--- src/rtl/pdm_pkg.sv ---
// Shared definitions for the PDM-to-PCM CIC decimator.
//   CIC_ORDER : number of integrator/comb stages
//   state_e   : serial comb sequencer states
//   acc_w     : internal CIC width for a given decimation ratio
//   out_shift : right shift that maps the CIC result onto the PCM width
package pdm_pkg;

   localparam int unsigned CIC_ORDER = 4;

   typedef enum logic [1:0] {
      ST_IDLE = 2'd0,
      ST_COMB = 2'd1,
      ST_EMIT = 2'd2
   } state_e;

   function automatic int unsigned acc_w(input int unsigned r);
      return 1 + CIC_ORDER * $clog2(r);
   endfunction

   // Negative result means the PCM word is wider than the CIC growth (left shift).
   function automatic int out_shift(input int unsigned r, input int unsigned out_w);
      return int'(CIC_ORDER * $clog2(r)) - int'(out_w) + 1;
   endfunction

endpackage

--- src/rtl/cic_integrator.sv ---
// One CIC integrator stage: wrapping accumulator advanced only on enabled cycles.
//   addr_clk : clock, reset : synchronous active-high clear
//   en_i     : accumulate enable
//   din_i    : addend (previous stage output or input sample)
//   acc_o    : registered accumulator value
module cic_integrator #(
   parameter int unsigned W = 25
) (
   input  logic         addr_clk,
   input  logic         reset,
   input  logic         en_i,
   input  logic [W-1:0] din_i,
   output logic [W-1:0] acc_o
);

   logic [W-1:0] acc_q;

   // Modulo-2^W accumulation; wrap-around cancels in the combs.
   always_ff @(posedge addr_clk) begin
      if (reset) begin
         acc_q <= '0;
      end else if (en_i) begin
         acc_q <= acc_q + din_i;
      end
   end

   assign acc_o = acc_q;

endmodule

--- src/rtl/pdm_cic_decimator.sv ---
// 4th-order CIC decimator turning a 1-bit PDM stream into signed PCM samples.
//   addr_clk  : PDM bit clock, reset : synchronous active-high
//   pdm_in    : PDM bit, pdm_en : sample qualifier
//   pcm_data  : signed PCM sample, pcm_valid/pcm_ready : output handshake
//   overrun   : sticky flag, set when an unaccepted sample is overwritten
module pdm_cic_decimator
   import pdm_pkg::*;
#(
   parameter int unsigned DEC_R = 64,
   parameter int unsigned OUT_W = 16
) (
   input  logic             addr_clk,
   input  logic             reset,
   input  logic             pdm_in,
   input  logic             pdm_en,
   output logic [OUT_W-1:0] pcm_data,
   output logic             pcm_valid,
   input  logic             pcm_ready,
   output logic             overrun
);

   localparam int unsigned LOG2R      = $clog2(DEC_R);
   localparam int unsigned ACC_W      = acc_w(DEC_R);
   localparam int          SHIFT      = out_shift(DEC_R, OUT_W);
   localparam int unsigned SHR        = (SHIFT > 0) ? $unsigned(SHIFT) : 32'd0;
   localparam int unsigned SHL        = (SHIFT < 0) ? $unsigned(-SHIFT) : 32'd0;
   localparam int unsigned SW         = ACC_W + OUT_W + 4;
   localparam logic [2:0]  WARM_DONE  = 3'(CIC_ORDER);
   localparam logic [1:0]  LAST_STAGE = 2'(CIC_ORDER - 1);
   localparam logic signed [SW-1:0] PCM_MAX    = (SW'(1) <<< (OUT_W - 1)) - SW'(1);
   localparam logic signed [SW-1:0] PCM_MIN    = -PCM_MAX - SW'(1);
   localparam logic        [SW-1:0] FULL_SCALE = SW'(1) << (CIC_ORDER * LOG2R);

   // Frame counter; boundary flag registered so capture lands one cycle later.
   logic [LOG2R-1:0] cnt_q;
   logic             frame_q;
   logic             boundary_c;

   assign boundary_c = pdm_en && (cnt_q == LOG2R'(DEC_R - 1));

   always_ff @(posedge addr_clk) begin
      if (reset) begin
         cnt_q   <= '0;
         frame_q <= 1'b0;
      end else begin
         frame_q <= boundary_c;
         if (pdm_en) cnt_q <= cnt_q + LOG2R'(1);
      end
   end

   // Integrators run on the 0/1 bit; the bipolar sum is recovered after the combs
   // so that +full-scale stays representable in ACC_W bits.
   logic [CIC_ORDER:0][ACC_W-1:0] integ;
   assign integ[0] = ACC_W'(pdm_in);

   for (genvar g = 0; g < CIC_ORDER; g++) begin : g_integ
      cic_integrator #(.W(ACC_W)) u_integ (
         .addr_clk (addr_clk),
         .reset    (reset),
         .en_i     (pdm_en),
         .din_i    (integ[g]),
         .acc_o    (integ[g+1])
      );
   end

   // Comb sequencer state register.
   state_e     state_q, state_d;
   logic [1:0] stage_q, stage_d;
   logic       cap_en_c, comb_en_c, emit_c;

   always_ff @(posedge addr_clk) begin
      if (reset) begin
         state_q <= ST_IDLE;
         stage_q <= '0;
      end else begin
         state_q <= state_d;
         stage_q <= stage_d;
      end
   end

   // Next state: capture on boundary, one comb stage per cycle, then emit.
   always_comb begin
      state_d   = state_q;
      stage_d   = stage_q;
      cap_en_c  = 1'b0;
      comb_en_c = 1'b0;
      emit_c    = 1'b0;
      unique case (state_q)
         ST_IDLE: begin
            if (frame_q) begin
               cap_en_c = 1'b1;
               stage_d  = '0;
               state_d  = ST_COMB;
            end
         end
         ST_COMB: begin
            comb_en_c = 1'b1;
            stage_d   = stage_q + 2'd1;
            if (stage_q == LAST_STAGE) state_d = ST_EMIT;
         end
         ST_EMIT: begin
            emit_c  = 1'b1;
            state_d = ST_IDLE;
         end
         default: state_d = ST_IDLE;
      endcase
   end

   // Serial comb datapath with one shared subtractor.
   logic [ACC_W-1:0] w_q;
   logic [ACC_W-1:0] dly_q [CIC_ORDER];
   logic [ACC_W-1:0] diff_c;

   assign diff_c = w_q - dly_q[stage_q];

   always_ff @(posedge addr_clk) begin
      if (reset) begin
         w_q <= '0;
         for (int i = 0; i < int'(CIC_ORDER); i++) dly_q[i] <= '0;
      end else if (cap_en_c) begin
         w_q <= integ[CIC_ORDER];
      end else if (comb_en_c) begin
         w_q            <= diff_c;
         dly_q[stage_q] <= w_q;
      end
   end

   // Bipolar conversion (2u - R^N), scaling and saturation.
   logic signed [SW-1:0] bip_c;
   logic signed [SW-1:0] scl_c;
   logic [OUT_W-1:0]     sample_c;

   always_comb begin
      bip_c = $signed((SW'(w_q) << 1) - FULL_SCALE);
      scl_c = (bip_c >>> SHR) <<< SHL;
      if (scl_c > PCM_MAX) begin
         sample_c = PCM_MAX[OUT_W-1:0];
      end else if (scl_c < PCM_MIN) begin
         sample_c = PCM_MIN[OUT_W-1:0];
      end else begin
         sample_c = scl_c[OUT_W-1:0];
      end
   end

   // Warm-up counter and output handshake registers.
   logic [2:0]       warm_q;
   logic [OUT_W-1:0] pcm_data_q;
   logic             pcm_valid_q;
   logic             overrun_q;

   always_ff @(posedge addr_clk) begin
      if (reset) begin
         warm_q      <= '0;
         pcm_data_q  <= '0;
         pcm_valid_q <= 1'b0;
         overrun_q   <= 1'b0;
      end else begin
         if (emit_c && (warm_q != WARM_DONE)) warm_q <= warm_q + 3'd1;
         if (emit_c && (warm_q == WARM_DONE)) begin
            pcm_data_q  <= sample_c;
            pcm_valid_q <= 1'b1;
            if (pcm_valid_q && !pcm_ready) overrun_q <= 1'b1;
         end else if (pcm_valid_q && pcm_ready) begin
            pcm_valid_q <= 1'b0;
         end
      end
   end

   assign pcm_data  = pcm_data_q;
   assign pcm_valid = pcm_valid_q;
   assign overrun   = overrun_q;

endmodule

--- config.mk ---
export PLATFORM = sky130hd
export DESIGN_NAME = pdm_cic_decimator
export DESIGN_NICKNAME = d
export VERILOG_FILES = /design/src/rtl/pdm_pkg.sv /design/src/rtl/cic_integrator.sv /design/src/rtl/pdm_cic_decimator.sv
export SDC_FILE = /design/constraint.sdc
export NUM_CORES = 1
export LEC_CHECK = 0
export CAP_MARGIN = 10
export CORE_ASPECT_RATIO = 0.5
export CORE_MARGIN = 8
export CORE_UTILIZATION = 45
export DETAILED_ROUTE_END_ITERATION = 16
export PLACE_DENSITY = 0.61
export SKIP_LAST_GASP = 1
export SLEW_MARGIN = 5
export SYNTH_ARGS = -nofsm -noshare
export SYNTH_HDL_FRONTEND = slang
export SYNTH_HIERARCHICAL = 1
export SYNTH_SLANG_ARGS = --single-unit
--- constraint.sdc ---
create_clock -name addr_clk -period 6.24 [get_ports addr_clk]
set_input_delay 0.936 -clock addr_clk [delete_from_list [all_inputs] [get_ports addr_clk]]
set_output_delay 0.936 -clock addr_clk [all_outputs]
set_load 0.05 [all_outputs]
* After elaboration in Yosys (flattened, before gate mapping) *
Memory sizes are Yosys's and may differ from the RTL's. A register that Yosys moved wholly into a read port is not among the register bits.
Index checks and enable logic that the tools add are counted.

word-level totals
  register bits = 157
  memory bits (writable) = 100
  bits of input ports = 5
  output and inout port bits = 18
  logic and storage cells = 73
  memories kept = 1

memories
  name   depth  width  read ports  clocked after Yosys merged registers in  wr ports  line                      RTL
  dly_q  4      25     1           1                                        4         pdm_cic_decimator.sv:111  logic [ACC_W-1:0] dly_q [CIC_ORDER];

cells by class
  $add $sub $neg = 9
  order comparisons = 2
  equality and inequality tests = 8
  multiplexer cells = 26
  reductions and logical operators = 14

operators by type and width
  kind                    count
  $add 25x25->25          3
  $mux 25                 3
  $mux 16                 2
  $sub 26x25->27 const B  1
  $add 25x1->25           1
  $reduce_or 25->1        1
  $sub 25x25->25          1
  $gt 18x16->1 const B    1
  $lt 18x16->1 const B    1
  $mux 1                  13
  $mux 2                  6
  $pmux 2 s2              2
  $add 6x1->6 const B     1
  $eq 6x6->1 const B      1
  $reduce_and 2->1        3
  $reduce_bool 2->1       3
  $logic_and 1x1->1       5
  $eq 2x2->1 const B      2
  $ne 2x2->1 const B      2
  $add 3x1->3 const B     1
  $eq 3x3->1 const B      1
  $ne 3x3->1 const B      1
  $add 2x1->2 const B     1
  $eq 2x1->1 const B      1
  other kinds (2)         2

* Logic depth before layout (Yosys ltp) *
  word-level depth = 8
  mapped depth = 13
  gate-level depth less buffers = 10

* By module *
Netlist, hierarchy kept.

by module, submodules not included
  module                                    instances  cells an instance  area an instance (um^2)  sequential area each (um^2)
  pdm_cic_decimator                         1          742                8090.3                   4184.0
  cic_integrator at g_integ[1].u_integ ...  3          267                2163.3                   500.5
  cic_integrator at g_integ[0].u_integ      1          264                2124.5                   500.5

* Worst setup path after synthesis *
OpenSTA, ideal clock, no wires.

  path type = reg-to-reg
  start point = reg with a tool-made name
  end point = reg w_q[20]
  setup time = 0.103 ns
  arrival time = 3.331 ns
  required time = 6.137 ns
  path slack = 2.805 ns
  stages on the path, launching flop included = 13
  path buffers = 2
  period minus slack after synthesis = 3.435 ns
  cell sequence = dfxtp_1 -> clkbuf_1 -> buf_2 -> mux4_2 -> ha_1 -> fa_1 -> nor2b_1 -> o2111ai_1 -> nand2_1 -> a21boi_1 -> o21a_1 -> xor2_1 -> a2111oi_2

RTL lines
  element               line                      RTL
  to (signal assigned)  pdm_cic_decimator.sv:121  w_q <= integ[CIC_ORDER];
  to (signal assigned)  pdm_cic_decimator.sv:123  w_q <= diff_c;
  to (decl)             pdm_cic_decimator.sv:110  logic [ACC_W-1:0] w_q;

==> impl_metrics.tcl <==
set metrics [dict create \
    core.rowCount 50 \
    drt.antenna.violating_nets 0 \
    insertedDiodeCount 0 \
    layout.core_utilization_pct 49.83 \
    cts_buffers 26 \
    synth_common_cells "sky130_fd_sc_hd__nor2_1, sky130_fd_sc_hd__dfxtp_1, sky130_fd_sc_hd__nand2_1, sky130_fd_sc_hd__ha_1, sky130_fd_sc_hd__a21oi_1" \
    grt_first_pass_wirelength_mm 75.87 \
    hold_class "flop to flop" \
    main_combinational_cell_family_by_area_after_synthesis "simple AND/OR/NAND/NOR gates" \
    post_cts_setup_inserts 0 \
    synth.yosys.warnings 6 \
    finalSetupViolations 0 \
    floorplan.die.height_um 152.2 \
    maxSlewViolCount 0 \
    fraction_of_final_layout_cells_with_drive_strength_greater_than_1_pct 7.642 \
    finalPower_uw 4571 \
    insertion_delay_ns 0.57 \
    cts.clk_slew.worst_paths_ns 0.07 \
    cts.repair.resized 0 \
    worst_setup_path_end_kind "flop" \
    required_time_of_the_critical_path_ns 6.72 \
    postRouteWirelength_mm 48.03 \
    min_period_over_period_pct 63.51 \
    p_seq_share_pct 42.2 \
    antenna_violations_before_repair 2 \
    grt_pass1_vias 12674 \
    drcViolationCount 0 \
    tightest_slew_ns 1.099 \
    synth_area_in_compound_gates_pct 18.67 \
    h-tree-depth 1 \
    grt_use_total_pct 21.57 \
    dp_hpwl_mm 35.37 \
    synth-seq-area-share_pct 37.03 \
    critical_path_arrival_ns 4.44 \
    peakVddDrop_v 0.0001591 \
    worst_r2r_endpoint "w_q[20]" \
    synthMostInstantiatedCell "sky130_fd_sc_hd__nor2_1" \
    synth_top_cells_by_area "sky130_fd_sc_hd__dfxtp_1, sky130_fd_sc_hd__edfxtp_1, sky130_fd_sc_hd__ha_1, sky130_fd_sc_hd__nor2_1, sky130_fd_sc_hd__a21oi_1" \
    synthSimpleGateAreaFrac_pct 19.44 \
    syn_to_final_growth_pct 10.29 \
    storage_cell_area_um2 6188 \
    static-leakage-power_uw 0.007391 \
    instances_no_fill 2339 \
    grt_setup_unrepaired "false" \
    numClockSinks 259 \
    post_synth.cell_area_avg_um2 9.244 \
    post_synth_inst_count 1807 \
    pin_count_of_the_biggest_net_entering_global_routing 124 \
    synth_area_leader_cell "sky130_fd_sc_hd__dfxtp_1" \
    synth_adder_area_share_pct 10.11 \
    max-clock-path-buffers 3 \
    ff2ff_setup_slack_ns 2.28 \
    worstSetupStartpointType "flop" \
    cts_root_buf "sky130_fd_sc_hd__clkbuf_16" \
    path_class "flop to flop" \
    viasPerCell 5.920 \
    multiInputGateArea_um2 10160 \
    pwr_density_cell_nw_per_um2 248.1 \
    die_w_um 288.5 \
    core_area_um2 36970 \
    placedCellCount 2291 \
    max_freq_mhz 252.3 \
    drv.max_cap_violation_count 0 \
    worst_r2r_path_depth 11 \
    power_frac_clock_pct 38.5 \
    initial_utilization_pct 45.18 \
    power_frac_comb_pct 19.3 \
    timing.slew.headroom_pct 26.25 \
    gr_ovfl_total 0 \
    cellInternalPower_uw 3226 \
    via_count 13846 \
    skew_ns 0.03619 \
    post_synth_xor_area_fraction_pct 5.558 \
    mappedNetlistArea_um2 16700 \
    crit_path_max_fanout 14 \
    hold-path-endpoint "frame_q" \
    tritoncts "done" \
    initialDrtViolationCount 1581 \
    dieArea_um2 43920 \
    numPortBuffers 22 \
    ffs_latches_synth 259 \
    power_switching_share_pct 29.42 \
    setup_tns_ns 0 \
    boundaryPins 23 \
    async_flop_share_pct 0 \
    post_cts_hold_buffer_count 0 \
    hold_path_cells 2 \
    p_switching_uw 1345 \
    hold_viol_final 0 \
    gp_routability_congestion 0.9752 \
    layout_setup_ws_ns 2.277 \
    routed_wire_length_per_instance_um 20.53 \
    dpl_worst_slack_ns 2.355 \
    hold_path_startpoint "cnt_q[5]" \
    fill_cells 3460 \
    design.final.nets 1962 \
    drt_pass1_iterations 5 \
    yosysTopAreaCellShare_pct 19.05 \
    synth_cell_types 92 \
    fin_crit_ns 3.963 \
    muxShareOfSynthArea_pct 6.232 \
    synth_edf_count 100 \
    run_status "finished, final reports clean" \
    dominantRegCellSynth "sky130_fd_sc_hd__dfxtp_1" \
]
registers in the layout, summed over array words and instances, names as in the netlist, named ones only:
signal / count
warm_q: 3
frame_q: 1
pcm_valid: 1
state_q: 2
overrun: 1
stage_q: 2
cnt_q: 6
dly_q: 100
g_integ.u_integ/acc_o: 100
pcm_data: 16
w_q: 25
critical path, stage by stage (launching register included):
cell,delay (ns)
sky130_fd_sc_hd__dfxtp_2,0.63
sky130_fd_sc_hd__buf_4,0.43
sky130_fd_sc_hd__mux4_2,0.56
sky130_fd_sc_hd__ha_1,0.24
sky130_fd_sc_hd__fa_1,0.46
sky130_fd_sc_hd__nor2b_1,0.27
sky130_fd_sc_hd__o2111ai_1,0.18
sky130_fd_sc_hd__nand2_1,0.15
sky130_fd_sc_hd__a21boi_1,0.18
sky130_fd_sc_hd__o21a_1,0.25
sky130_fd_sc_hd__xor2_1,0.15
sky130_fd_sc_hd__a2111oi_2,0.34
power by group through the flow:
| stage | clock, uW | sequential [uW] | combinational (uW) |
|---|---|---|---|
| after floorplan | 0 | 1930 | 690 |
| after global placement | 0 | 1960 | 831 |
| after detailed placement | 0 | 1970 | 848 |
| after CTS | 1790 | 1930 | 852 |
| after global routing | 1860 | 1940 | 986 |
| final | 1760 | 1930 | 883 |
routing by layer:
layer  track usage (%)  share of wire (%)  vias up
met3             7.340                 12       42
met5                 0                  0        -
met1             36.93                 54     6573
met2             24.47                 33      559
li1                  -                  -     6672
met4             2.782                1.1        0
metrics by stage:
| step | area (um^2) | hold WS (ns) |
|---|---|---|
| after detailed placement | 17480 | 0.4386 |
| after floorplan | 16810 | 0.4194 |
| after CTS | 18420 | 0.4464 |
| final | 18420 | 0.4433 |
| after global placement | 17480 | 0.4349 |
| after global routing | 18420 | 0.4971 |
kinds of logic after synthesis:
kind of cell | Yosys count
buf+inv | 121
fa+ha+maj | 132
xor+xnor | 106
flops | 259
simple gates | 656
compound gates | 460
other cells | 1
mux | 72
worst max-delay path by stage:
stage | to | slack, ns | depth (start not counted)
6_report | w_q[20] | 2.28 | 11
4_1_cts | w_q[20] | 2.33 | 11
5_1_grt | w_q[14] | 2.11 | 10
3_5_place_dp | g_integ[0].u_integ/acc_o[24] | 2.35 | 10
3_3_place_gp | g_integ[0].u_integ/acc_o[24] | 2.38 | 10
2_1_floorplan | w_q[20] | 2.81 | 12
cell usage in the layout (no fill, tap or decap), types with 7 or more instances in the layout:
master | netlist | layout
sky130_fd_sc_hd__nand4_1 | 11 | 11
sky130_fd_sc_hd__inv_1 | 48 | 48
sky130_fd_sc_hd__nor4_1 | 17 | 17
sky130_fd_sc_hd__o211ai_1 | 9 | 9
sky130_fd_sc_hd__o21ai_1 | 16 | 16
sky130_fd_sc_hd__nor2_1 | 189 | 188
sky130_fd_sc_hd__mux4_2 | 25 | 25
sky130_fd_sc_hd__a211oi_1 | 33 | 33
sky130_fd_sc_hd__xnor2_1 | 60 | 60
sky130_fd_sc_hd__nor3_1 | 52 | 50
sky130_fd_sc_hd__buf_4 | 1 | 14
sky130_fd_sc_hd__conb_1 | 1 | 28
sky130_fd_sc_hd__a21oi_1 | 120 | 120
sky130_fd_sc_hd__ha_1 | 127 | 127
sky130_fd_sc_hd__xor2_1 | 46 | 46
sky130_fd_sc_hd__o21ai_0 | 81 | 81
sky130_fd_sc_hd__clkbuf_16 | 0 | 26
sky130_fd_sc_hd__edfxtp_1 | 100 | 100
sky130_fd_sc_hd__clkdlybuf4s50_1 | 0 | 20
sky130_fd_sc_hd__nand2_1 | 138 | 138
sky130_fd_sc_hd__a311oi_1 | 7 | 7
sky130_fd_sc_hd__nor2b_1 | 22 | 21
sky130_fd_sc_hd__o22ai_1 | 21 | 21
sky130_fd_sc_hd__nand2b_1 | 37 | 37
sky130_fd_sc_hd__o21a_1 | 14 | 14
sky130_fd_sc_hd__o31ai_1 | 9 | 9
sky130_fd_sc_hd__nand3_1 | 41 | 41
sky130_fd_sc_hd__nand3b_1 | 10 | 10
sky130_fd_sc_hd__a21o_1 | 34 | 34
sky130_fd_sc_hd__mux2i_1 | 41 | 41
sky130_fd_sc_hd__and2_1 | 95 | 95
sky130_fd_sc_hd__and3_1 | 11 | 11
sky130_fd_sc_hd__dfxtp_1 | 159 | 157
sky130_fd_sc_hd__a31oi_1 | 22 | 22
cell type report:
type	count	share of cell area, %
Sequential cell	259	33.59
Timing Repair Buffer	36	1.827
Tap cell	494	3.355
Multi-Input combinational cell	1454	55.14
Clock inverter	20	1.487
Inverter	48	0.9779
Clock buffer	28	3.626
Note: power is estimated with default switching activity, not from simulation.
